$ cat config.mk
export PLATFORM = sky130hd
export DESIGN_NAME = lsu_ctrl
export DESIGN_NICKNAME = d
export VERILOG_FILES = /design/src/rtl/lsu_pkg.sv /design/src/rtl/lsu_load_align.sv /design/src/rtl/lsu_ctrl.sv
export SDC_FILE = /design/constraint.sdc
export NUM_CORES = 1
export LEC_CHECK = 0
export CORE_MARGIN = 5
export CORE_UTILIZATION = 41
export CTS_CLUSTER_DIAMETER = 80
export DETAILED_ROUTE_END_ITERATION = 10
export PLACE_DENSITY = 0.8
export SLEW_MARGIN = 30
export SYNTH_ARGS = -nofsm -noshare
export SYNTH_HDL_FRONTEND = slang
export SYNTH_SLANG_ARGS = --single-unit
$ cat constraint.sdc
create_clock -name clk -period 1.65 [get_ports clk]
set_input_delay 0.495 -clock clk [delete_from_list [all_inputs] [get_ports clk]]
set_output_delay 0.495 -clock clk [all_outputs]
set_load 0.01 [all_outputs]
$ cat src/rtl/lsu_pkg.sv
// Shared types, funct3 encodings and lane helpers for the load/store unit controller.
package lsu_pkg;

    localparam logic [2:0] F3_LB  = 3'b000;
    localparam logic [2:0] F3_LH  = 3'b001;
    localparam logic [2:0] F3_LW  = 3'b010;
    localparam logic [2:0] F3_LBU = 3'b100;
    localparam logic [2:0] F3_LHU = 3'b101;
    localparam logic [2:0] F3_SB  = 3'b000;
    localparam logic [2:0] F3_SH  = 3'b001;
    localparam logic [2:0] F3_SW  = 3'b010;

    typedef enum logic [1:0] {
        IDLE = 2'd0,
        REQ  = 2'd1,
        WAIT = 2'd2,
        RESP = 2'd3
    } lsu_state_t;

    function automatic logic [3:0] be_for(input logic [2:0] funct3, input logic [1:0] addr_lo);
        logic [3:0] be;
        case (funct3)
            F3_SB:   be = 4'b0001 << addr_lo;
            F3_SH:   be = 4'b0011 << {addr_lo[1], 1'b0};
            default: be = 4'b1111;
        endcase
        return be;
    endfunction

    function automatic logic [31:0] store_lanes(input logic [2:0] funct3, input logic [31:0] wdata);
        logic [31:0] lanes;
        case (funct3)
            F3_SB:   lanes = {4{wdata[7:0]}};
            F3_SH:   lanes = {2{wdata[15:0]}};
            default: lanes = wdata;
        endcase
        return lanes;
    endfunction

    function automatic logic is_misaligned(input logic [2:0] funct3, input logic [1:0] addr_lo);
        logic mis;
        case (funct3)
            F3_LH, F3_LHU: mis = addr_lo[0];
            F3_LW:         mis = (addr_lo != 2'b00);
            default:       mis = 1'b0;
        endcase
        return mis;
    endfunction

endpackage

$ cat src/rtl/lsu_load_align.sv
// Combinational load-data lane extraction with sign/zero extension.
module lsu_load_align
    import lsu_pkg::*;
(
    input  logic [2:0]  funct3,
    input  logic [1:0]  addr_lo,
    input  logic [31:0] rdata,
    output logic [31:0] data
);

    logic [7:0]  byte_s;
    logic [15:0] half_s;

    assign half_s = addr_lo[1] ? rdata[31:16] : rdata[15:0];

    // Byte lane selection by low address bits
    always_comb begin
        byte_s = 8'h00;
        case (addr_lo)
            2'd0:    byte_s = rdata[7:0];
            2'd1:    byte_s = rdata[15:8];
            2'd2:    byte_s = rdata[23:16];
            2'd3:    byte_s = rdata[31:24];
            default: byte_s = 8'h00;
        endcase
    end

    // Width and signedness selection
    always_comb begin
        data = 32'h0000_0000;
        case (funct3)
            F3_LB:   data = {{24{byte_s[7]}}, byte_s};
            F3_LBU:  data = {24'h00_0000, byte_s};
            F3_LH:   data = {{16{half_s[15]}}, half_s};
            F3_LHU:  data = {16'h0000, half_s};
            default: data = rdata;
        endcase
    end

endmodule

$ cat src/rtl/lsu_ctrl.sv
// Load/store unit controller: single-outstanding word bus, lane alignment, watchdog.
// Optional build macro MISALIGN_TRAP_EN reports misaligned H/W accesses as errors without bus activity.
module lsu_ctrl
    import lsu_pkg::*;
#(
    parameter int ADDR_W  = 32,
    parameter int TIMEOUT = 256
) (
    input  logic              clk,
    input  logic              rst_n,
    input  logic              req_valid,
    output logic              req_ready,
    input  logic              req_we,
    input  logic [2:0]        req_funct3,
    input  logic [ADDR_W-1:0] req_addr,
    input  logic [31:0]       req_wdata,
    output logic              mem_req,
    output logic              mem_we,
    output logic [ADDR_W-1:0] mem_addr,
    output logic [3:0]        mem_be,
    output logic [31:0]       mem_wdata,
    input  logic              mem_gnt,
    input  logic              mem_rvalid,
    input  logic [31:0]       mem_rdata,
    output logic              rsp_valid,
    output logic [31:0]       rsp_rdata,
    output logic              rsp_err
);

    localparam int CNT_W = $clog2(TIMEOUT + 2);
    localparam logic [CNT_W-1:0] TO_LAST = CNT_W'((TIMEOUT > 0) ? (TIMEOUT - 1) : 0);
    localparam logic TO_EN = (TIMEOUT != 0);

    lsu_state_t        state_r, state_next_s;
    logic              we_r;
    logic [2:0]        f3_r;
    logic [1:0]        addr_lo_r;
    logic [ADDR_W-3:0] word_addr_r;
    logic [3:0]        be_r;
    logic [31:0]       wdata_r;
    logic [31:0]       data_r;
    logic              err_r;
    logic [CNT_W-1:0]  cnt_r;

    logic              accept_s;
    logic              misalign_s;
    logic              timeout_s;
    logic              to_fire_s;
    logic [31:0]       load_data_s;

    assign accept_s  = req_valid & (state_r == IDLE);
    assign timeout_s = TO_EN & (cnt_r == TO_LAST);
    assign to_fire_s = timeout_s & (((state_r == REQ) & ~mem_gnt) | ((state_r == WAIT) & ~mem_rvalid));

`ifdef MISALIGN_TRAP_EN
    assign misalign_s = is_misaligned(req_funct3, req_addr[1:0]);
`else
    assign misalign_s = 1'b0;
`endif

    lsu_load_align u_align (
        .funct3  (f3_r),
        .addr_lo (addr_lo_r),
        .rdata   (mem_rdata),
        .data    (load_data_s)
    );

    // State register
    always_ff @(posedge clk or negedge rst_n) begin
        if (!rst_n) begin
            state_r <= IDLE;
        end else begin
            state_r <= state_next_s;
        end
    end

    // Next-state logic; a grant or rvalid arriving in the timeout cycle still wins
    always_comb begin
        state_next_s = state_r;
        case (state_r)
            IDLE: begin
                if (accept_s) begin
                    state_next_s = misalign_s ? RESP : REQ;
                end else begin
                    state_next_s = IDLE;
                end
            end
            REQ: begin
                if (mem_gnt) begin
                    state_next_s = we_r ? RESP : WAIT;
                end else if (timeout_s) begin
                    state_next_s = RESP;
                end else begin
                    state_next_s = REQ;
                end
            end
            WAIT: begin
                if (mem_rvalid || timeout_s) begin
                    state_next_s = RESP;
                end else begin
                    state_next_s = WAIT;
                end
            end
            RESP:    state_next_s = IDLE;
            default: state_next_s = IDLE;
        endcase
    end

    // Moore outputs; bus fields are forced to zero whenever no request is driven
    always_comb begin
        req_ready = 1'b0;
        mem_req   = 1'b0;
        rsp_valid = 1'b0;
        case (state_r)
            IDLE:    req_ready = 1'b1;
            REQ:     mem_req   = 1'b1;
            WAIT:    mem_req   = 1'b0;
            RESP:    rsp_valid = 1'b1;
            default: req_ready = 1'b0;
        endcase
        mem_we    = (state_r == REQ) & we_r;
        mem_addr  = (state_r == REQ) ? {word_addr_r, 2'b00} : {ADDR_W{1'b0}};
        mem_be    = (state_r == REQ) ? be_r : 4'b0000;
        mem_wdata = (state_r == REQ) ? wdata_r : 32'h0000_0000;
        rsp_rdata = (state_r == RESP) ? data_r : 32'h0000_0000;
        rsp_err   = (state_r == RESP) & err_r;
    end

    // Request capture, load data capture and error flag
    always_ff @(posedge clk or negedge rst_n) begin
        if (!rst_n) begin
            we_r        <= 1'b0;
            f3_r        <= 3'b000;
            addr_lo_r   <= 2'b00;
            word_addr_r <= {(ADDR_W-2){1'b0}};
            be_r        <= 4'b0000;
            wdata_r     <= 32'h0000_0000;
            data_r      <= 32'h0000_0000;
            err_r       <= 1'b0;
        end else if (accept_s) begin
            we_r        <= req_we;
            f3_r        <= req_funct3;
            addr_lo_r   <= req_addr[1:0];
            word_addr_r <= req_addr[ADDR_W-1:2];
            be_r        <= req_we ? be_for(req_funct3, req_addr[1:0]) : 4'b1111;
            wdata_r     <= req_we ? store_lanes(req_funct3, req_wdata) : 32'h0000_0000;
            data_r      <= 32'h0000_0000;
            err_r       <= misalign_s;
        end else if ((state_r == WAIT) && mem_rvalid) begin
            data_r      <= load_data_s;
        end else if (to_fire_s) begin
            err_r       <= 1'b1;
        end
    end

    // Watchdog counter, restarted in IDLE and on grant
    always_ff @(posedge clk or negedge rst_n) begin
        if (!rst_n) begin
            cnt_r <= {CNT_W{1'b0}};
        end else if ((state_r == IDLE) || ((state_r == REQ) && mem_gnt)) begin
            cnt_r <= {CNT_W{1'b0}};
        end else if (((state_r == REQ) || (state_r == WAIT)) && !timeout_s) begin
            cnt_r <= cnt_r + CNT_W'(1);
        end
    end

endmodule

==> results of run 1 <==
## area by class of cell
cell class	count	area, um^2	area share, %
inverter	13	53.8	0.511
clock buffer	25	495	4.70
clock inverter	5	50.0	0.475
multi-input combinational	477	3360	31.9
timing repair buffer	319	3440	32.6
tap	184	230	2.19
sequential	116	2900	27.6
## through the flow
stage               setup WS, ns  power, mW  util, %  instance area, um^2  cells
floorplan               -0.00824       7.91        -                 6080    651
global placement          -0.685       10.9     61.0                 8830   1062
detailed placement        -0.550       11.0     61.0                 8840   1062
CTS                       -0.520       15.2     65.5                 9490   1108
global route              -0.603       18.0     72.8                10500   1139
finish                    -0.574       17.2     72.8                10500   1139
## cell usage after synthesis, drive strengths merged (3+ instances only)
master,number,area [um^2]
nand2,145,544
dfrtp,116,2900
and2,101,632
a22o,29,254
clkbuf,28,105
mux2i,26,260
nand2b,22,138
nor2,20,75.1
a21oi,19,95.1
o21ai,19,95.1
buf,17,98.8
a221o,16,168
o22ai,14,87.6
inv,13,48.8
nand3,12,65.1
a2bb2oi,8,70.1
ha,6,75.1
a221oi,5,43.8
nor3,4,20.0
nand4,3,18.8
or3,3,18.8
xnor2,3,26.3
xor2,3,26.3
## power by group through the flow
stage,registers (mW),logic [mW],clock network [mW]
floorplan,4.40,3.51,0
global placement,4.62,6.25,0
detailed placement,4.64,6.40,0
CTS,4.65,7.07,3.48
global route,4.88,9.54,3.61
finish,4.77,9.01,3.45
## kinds of logic after synthesis
family	share of synthesized area (%)
AO/OA/AOI/OAI	15.1
XOR/XNOR	0.873
adder cells (fa/ha/maj)	1.25
buffers and inverters	4.20
flip-flops	48.2
multiplexers	4.51
other	0.0623
AND/OR/NAND/NOR	25.8
## worst register-to-register path, cell delays in order, from the launching register on
cell,delay (ns)
dfrtp_2,0.47
buf_6,0.16
inv_6,0.06
ha_4,0.16
buf_6,0.11
and2_4,0.19
nor2_4,0.06
o2111a_2,0.18
buf_12,0.16
a221o_2,0.31
## worst paths after layout
| check | end | cells after the start |
|---|---|---|
| min reg2reg | word_addr_r[21]$_DFFE_PN0P_ | 2 |
| min in group clk | word_addr_r[21]$_DFFE_PN0P_ | 2 |
| max | rsp_err | 6 |
| min | data_r[16]$_DFFE_PN0P_ | 1 |
| max in group asynchronous | wdata_r[12]$_DFFE_PN0P_ | 2 |
| max reg2reg | data_r[16]$_DFFE_PN0P_ | 9 |
## registers in the layout (all words and copies together), names as in the netlist, named ones only
name	flops
data_r	32
wdata_r	32
word_addr_r	30
cnt_r	9
be_r	4
f3_r	3
addr_lo_r	2
err_r	1
state_r	1
we_r	1
## metal layers
layer	global-route usage, %	share of wire [%]	vias up	routed length, um
met5	0	0	-	0
met2	37.3	49	345	11700
li1	-	-	2812	-
met1	28.6	38	3076	9170
met3	7.95	8.2	95	1950
met4	8.89	4.6	0	1110
## what timing repair did
action / CTS / global route
cloned: 6 / 11
setup endpoints to repair: 211 / 215
buffers inserted: 11 / 24
pin swaps: 4 / 34
gates resized for setup: 497 / 160
==> reports/qor.yml, run 1 <==
critical_path:
  crit_path_cell_trace: "buf_6 -> buf_6 -> ha_4 -> clkbuf_16 -> and2_4 -> buf_6"
  reg2reg_from: "state_r[0]$_DFF_PN0_"
  slowest_stage: "dfrtp_1"
  cp-start-kind: "flip-flop"
  cp_slowest_stage_delay_ns: 0.41
  endpoint_kind: "primary output"
  crit_family: "buffers and inverters"
  cp_data_arrival_time_ns: 1.73
  path_buf_inv: 4
  worst-setup-path-type: "flip-flop to primary output"
  crit_path_frequent_cell: "buf_6"
  r2r_setup_slack_ns: -0.30
  worstPathMaxFanout: 8
  crit_required_ns: 1.15
outcome:
  violations: "setup timing"
  status: "finished, violations left"
power:
  p_int_mw: 11.0
  swShare_pct: 36.0
  max-vdd-ir-drop_mv: 0.962
  seqPwrFrac_pct: 27.7
  pwr-share-clk_pct: 20.0
  switchingPower_mw: 6.20
  p_leak_nw: 5.13
  cellPowerDensity_nw_per_um2: 1640
  comb_power_share_pct: 52.3
floorplanning:
  dieWidth_um: 131
  rows: 44
  core_area_um2: 14500
  fp.dieH_um: 131
  io_pins: 210
  dieArea_um2: 17200
  initial_core_util_pct: 41.6
cts:
  cts.sinks: 116
  clk_pin_slew_ns: 0.06
  cts_tree: "built"
  cts_hold_buf: 0
  htreeDepth: 4
  cts_buffer_depth: 2
  clock_latency_ns: 0.42
  cts_buffers: 17
  cts_root_buffer: "clkbuf_16"
placement:
  port_buffers: 207
  finalWeightedCongestion: 0.831
  dp_hpwl_mm: 13.6
synthesis:
  syn_area_per_cell_um2: 9.26
  async_flop_share_pct: 100
  yosys_warnings: 0
  synthCells: 650
  synth_edf_count: 0
  ys.flop_type: "dfrtp_1"
  synth.distinct_cells: 42
  syn-cell-area_um2: 6020
  seq_area_frac_synth_pct: 48.2
  synth-seq-cells: 116
detailed_routing:
  wl_per_cell_um: 21.0
  routed_wl_mm: 23.9
  drc: 0
  vias_per_cell: 5.56
  dr.first_iter.drc_count: 671
  drtAntennaViolNets: 0
  firstDrtPassIters: 6
  num_vias: 6328
timing:
  min_period_ns: 2.22
  fmax_mhz: 450
  hold_violations: 0
  period_share_pct: 135
  setup_viol: 178
  rsz0062_at_grt: "true"
  finalWorstSetupSlack_ns: -0.574
  fin_tns_setup_ns: -65.56
  maxSlewViolCount: 0
  finClkSkew_ns: 0.00906
  worst_hold_slack_ns: 0.00797
layout:
  area_growth_pct: 75.1
  drive_gt1_share_pct: 37.9
  diodes: 0
  layout_commonest_cell: "nand2_1"
  final_cell_mix: "nand2_1, dfrtp_1, clkdlybuf4s50_1"
  layout.nets: 1055
  fill_cells: 976
global_route:
  grt_first_pass_wirelength_mm: 32.2
  gr-usage-all-layers_pct: 23.1
  grt_pass1_vias: 6014
  grt_max_degree: 71
  gr-total-overflow: 0
  antenna_found_initial: 0
flow_run:
  cap_violations: 0
hold_path:
  hold_class: "primary input to asynchronous set/reset pin"
Power figures use the tool's default switching activity.
==> run 2, diff against run 1 <==
--- a/config.mk
+++ b/config.mk
@@ -10,6 +10,7 @@
 export CTS_CLUSTER_DIAMETER = 80
 export DETAILED_ROUTE_END_ITERATION = 10
 export PLACE_DENSITY = 0.8
+export RECOVER_POWER = 100
 export SLEW_MARGIN = 30
 export SYNTH_ARGS = -nofsm -noshare
 export SYNTH_HDL_FRONTEND = slang
==> run 2 against run 1 <==
  * The flow still finishes with violations (setup timing)
  * Clock skew up 0.00071 ns
  * Total power down 0.13%
  * Hold slack better by 0.093 ns
  * Critical path depth unchanged
  * Sequential power about the same
  * Final cell count unchanged
  * Via count down 0.38%
  * Core utilization down 0.33 points
  * Flip-flop and latch count unchanged
  * Maximum frequency up 0.12%
==> reports/qor.yml, run 2 (synthesis gave the netlist of run 1 again) <==
outcome:
  status: "finished, violations left"
  violations: "setup timing"
power:
  seqPwrFrac_pct: 27.6  # about the same
  comb_power_share_pct: 52.3  # about the same
  cellPowerDensity_nw_per_um2: 1640  # +0.32%
  swShare_pct: 36.0  # about the same
  pwr-share-clk_pct: 20.1  # about the same
  switchingPower_mw: 6.19  # -0.14%
  p_int_mw: 11.0  # -0.13%
  p_leak_nw: 5.11  # -0.32%
  max-vdd-ir-drop_mv: 0.964  # +0.14%
global_route:
  grt_first_pass_wirelength_mm: 32.2  # unchanged
  gr-total-overflow: 0  # unchanged
  gr-usage-all-layers_pct: 23.1  # unchanged
  grt_max_degree: 71  # unchanged
  grt_pass1_vias: 6014  # unchanged
  antenna_found_initial: 0  # unchanged
critical_path:
  crit_path_frequent_cell: "buf_6"
  timing.rr.end: "data_r[16]$_DFFE_PN0P_"
  worstPathMaxFanout: 8  # unchanged
  cp_slowest_stage_delay_ns: 0.41  # about the same
  worst-setup-path-type: "flip-flop to primary output"
  worst_r2r_path_depth: 9  # unchanged
  crit_path_cell_trace: "buf_6 -> buf_6 -> ha_4 -> clkbuf_16 -> and2_4 -> buf_6"
  reg2reg_from: "state_r[0]$_DFF_PN0_"
  cp_data_arrival_time_ns: 1.73  # about the same
  crit_required_ns: 1.15  # about the same
  cp-start-kind: "flip-flop"
  endpoint_kind: "primary output"
  r2r_setup_slack_ns: -0.31  # about the same
  slowest_stage: "dfrtp_1"
timing:
  rsz0062_at_grt: "true"
  worst_slew_pin_slew_ns: 0.840
  setup_viol: 179  # +0.56%
  fin_tns_setup_ns: -65.97  # -0.410 ns
  min_period_ns: 2.22  # -0.00274 ns
  finClkSkew_ns: 0.00977  # +0.000708 ns
  fmax_mhz: 450  # +0.12%
  hold_violations: 0  # unchanged
  period_share_pct: 135  # -0.17 points
  slew_headroom_pct: 44.0
  maxSlewViolCount: 0  # unchanged
  finalWorstSetupSlack_ns: -0.571  # +0.00274 ns
flow_run:
  cap_violations: 0  # unchanged
detailed_routing:
  firstDrtPassIters: 6  # unchanged
  num_vias: 6304  # -0.38%
  drtAntennaViolNets: 0  # unchanged
  drc: 0  # unchanged
  wl_per_cell_um: 20.9  # -0.34%
  dr.first_iter.drc_count: 620  # -7.6%
  routed_wl_mm: 23.8  # -0.34%
  vias_per_cell: 5.53  # -0.38%
floorplanning:
  dieWidth_um: 131  # unchanged
  io_pins: 210  # unchanged
  rows: 44  # unchanged
  initial_core_util_pct: 41.6  # unchanged
  dieArea_um2: 17200  # unchanged
  fp.dieH_um: 131  # unchanged
  core_area_um2: 14500  # unchanged
placement:
  place_ws_ns: -0.550  # unchanged
  dp.cells: 1062  # unchanged
  port_buffers: 207  # unchanged
  finalWeightedCongestion: 0.831  # unchanged
  dp_hpwl_mm: 13.6  # unchanged
  place_area_um2: 8840  # unchanged
layout:
  utilization_pct: 72.4  # -0.33 points
  layout_commonest_cell: "nand2_1"
  fin_area_um2: 10500  # -0.45%
  final_cells: 1139  # unchanged
  final_cell_mix: "nand2_1, dfrtp_1, clkdlybuf4s50_1"
  top_regs: "data_r (32), wdata_r (32), word_addr_r (30)"
  drive_gt1_share_pct: 37.9  # unchanged
  fill_cells: 983  # +0.72%
  diodes: 0  # unchanged
  layout.nets: 1055  # unchanged
  area_growth_pct: 74.3
cts:
  clk_pin_slew_ns: 0.06  # about the same
  cts_buffers: 17  # unchanged
  cts_root_buffer: "clkbuf_16"
  clock_latency_ns: 0.42  # about the same
  cts_buffer_depth: 2  # unchanged
  cts.sinks: 116  # unchanged
  cts_hold_buf: 0  # unchanged
  cts_tree: "built"
  htreeDepth: 4  # unchanged
hold_path:
  hold_class: "primary input to asynchronous set/reset pin"
-- run 2: cell type report --
class	count	area (um^2)	area share [%]
clock buffers	25	495	4.72
flip-flops and latches	116	2900	27.7
repair buffers	319	3390	32.3
clock inverters	5	50.0	0.477
well taps	184	230	2.19
inverters	13	53.8	0.513
multi-input cells	477	3360	32.1
-- run 2: layer usage --
layer	global-route usage [%]	up-vias	share of wire, %
li1	-	2810	-
met4	8.89	0	4.6
met3	7.95	85	8.0
met5	0	-	0
met2	37.3	345	49
met1	28.6	3064	38
-- run 2: power by group through the flow --
stage	Combinational (mW)	Clock (mW)	Sequential, mW
4_1_cts	7.07	3.48	4.65
3_3_place_gp	6.25	0	4.62
2_1_floorplan	3.51	0	4.40
3_5_place_dp	6.40	0	4.64
6_report	8.99	3.46	4.75
5_1_grt	9.52	3.61	4.88
-- run 2: how the worst max path moves through the flow --
stage / start / end / slack [ns] / cells past startpoint
floorplan: state_r[0]$_DFF_PN0_ / data_r[20]$_DFFE_PN0P_ / -0.008 / 7
global placement: req_valid / data_r[20]$_DFFE_PN0P_ / -0.68 / 5
detailed placement: req_valid / data_r[26]$_DFFE_PN0P_ / -0.55 / 6
CTS: flip-flop / mem_wdata[13] / -0.52 / 6
global route: flip-flop / rsp_rdata[22] / -0.60 / 6
finish: flip-flop / rsp_err / -0.57 / 6
-- run 2: timing repair --
item,4_1_cts,5_1_grt
endpoints found under the setup margin,211,215
cloned,6,11
hold endpoints to repair,0,0
gates resized for setup,497,160
pin swaps,4,34
buffers inserted,11,24
-- run 2: metrics by stage --
| stage | total power [mW] | hold slack [ns] |
|---|---|---|
| after floorplan | 7.91 | 0.199 |
| after global placement | 10.9 | 0.443 |
| after detailed placement | 11.0 | 0.448 |
| after CTS | 15.2 | 0.00665 |
| after global routing | 18.0 | 0.147 |
| final | 17.2 | 0.101 |
-- run 2: critical path, delay by kind of cell (launching register included) --
kind          cells  cell delay [ns]
buf+inv           4             0.54
flops             1             0.41
fa+ha+maj         1             0.21
simple gates      1             0.14
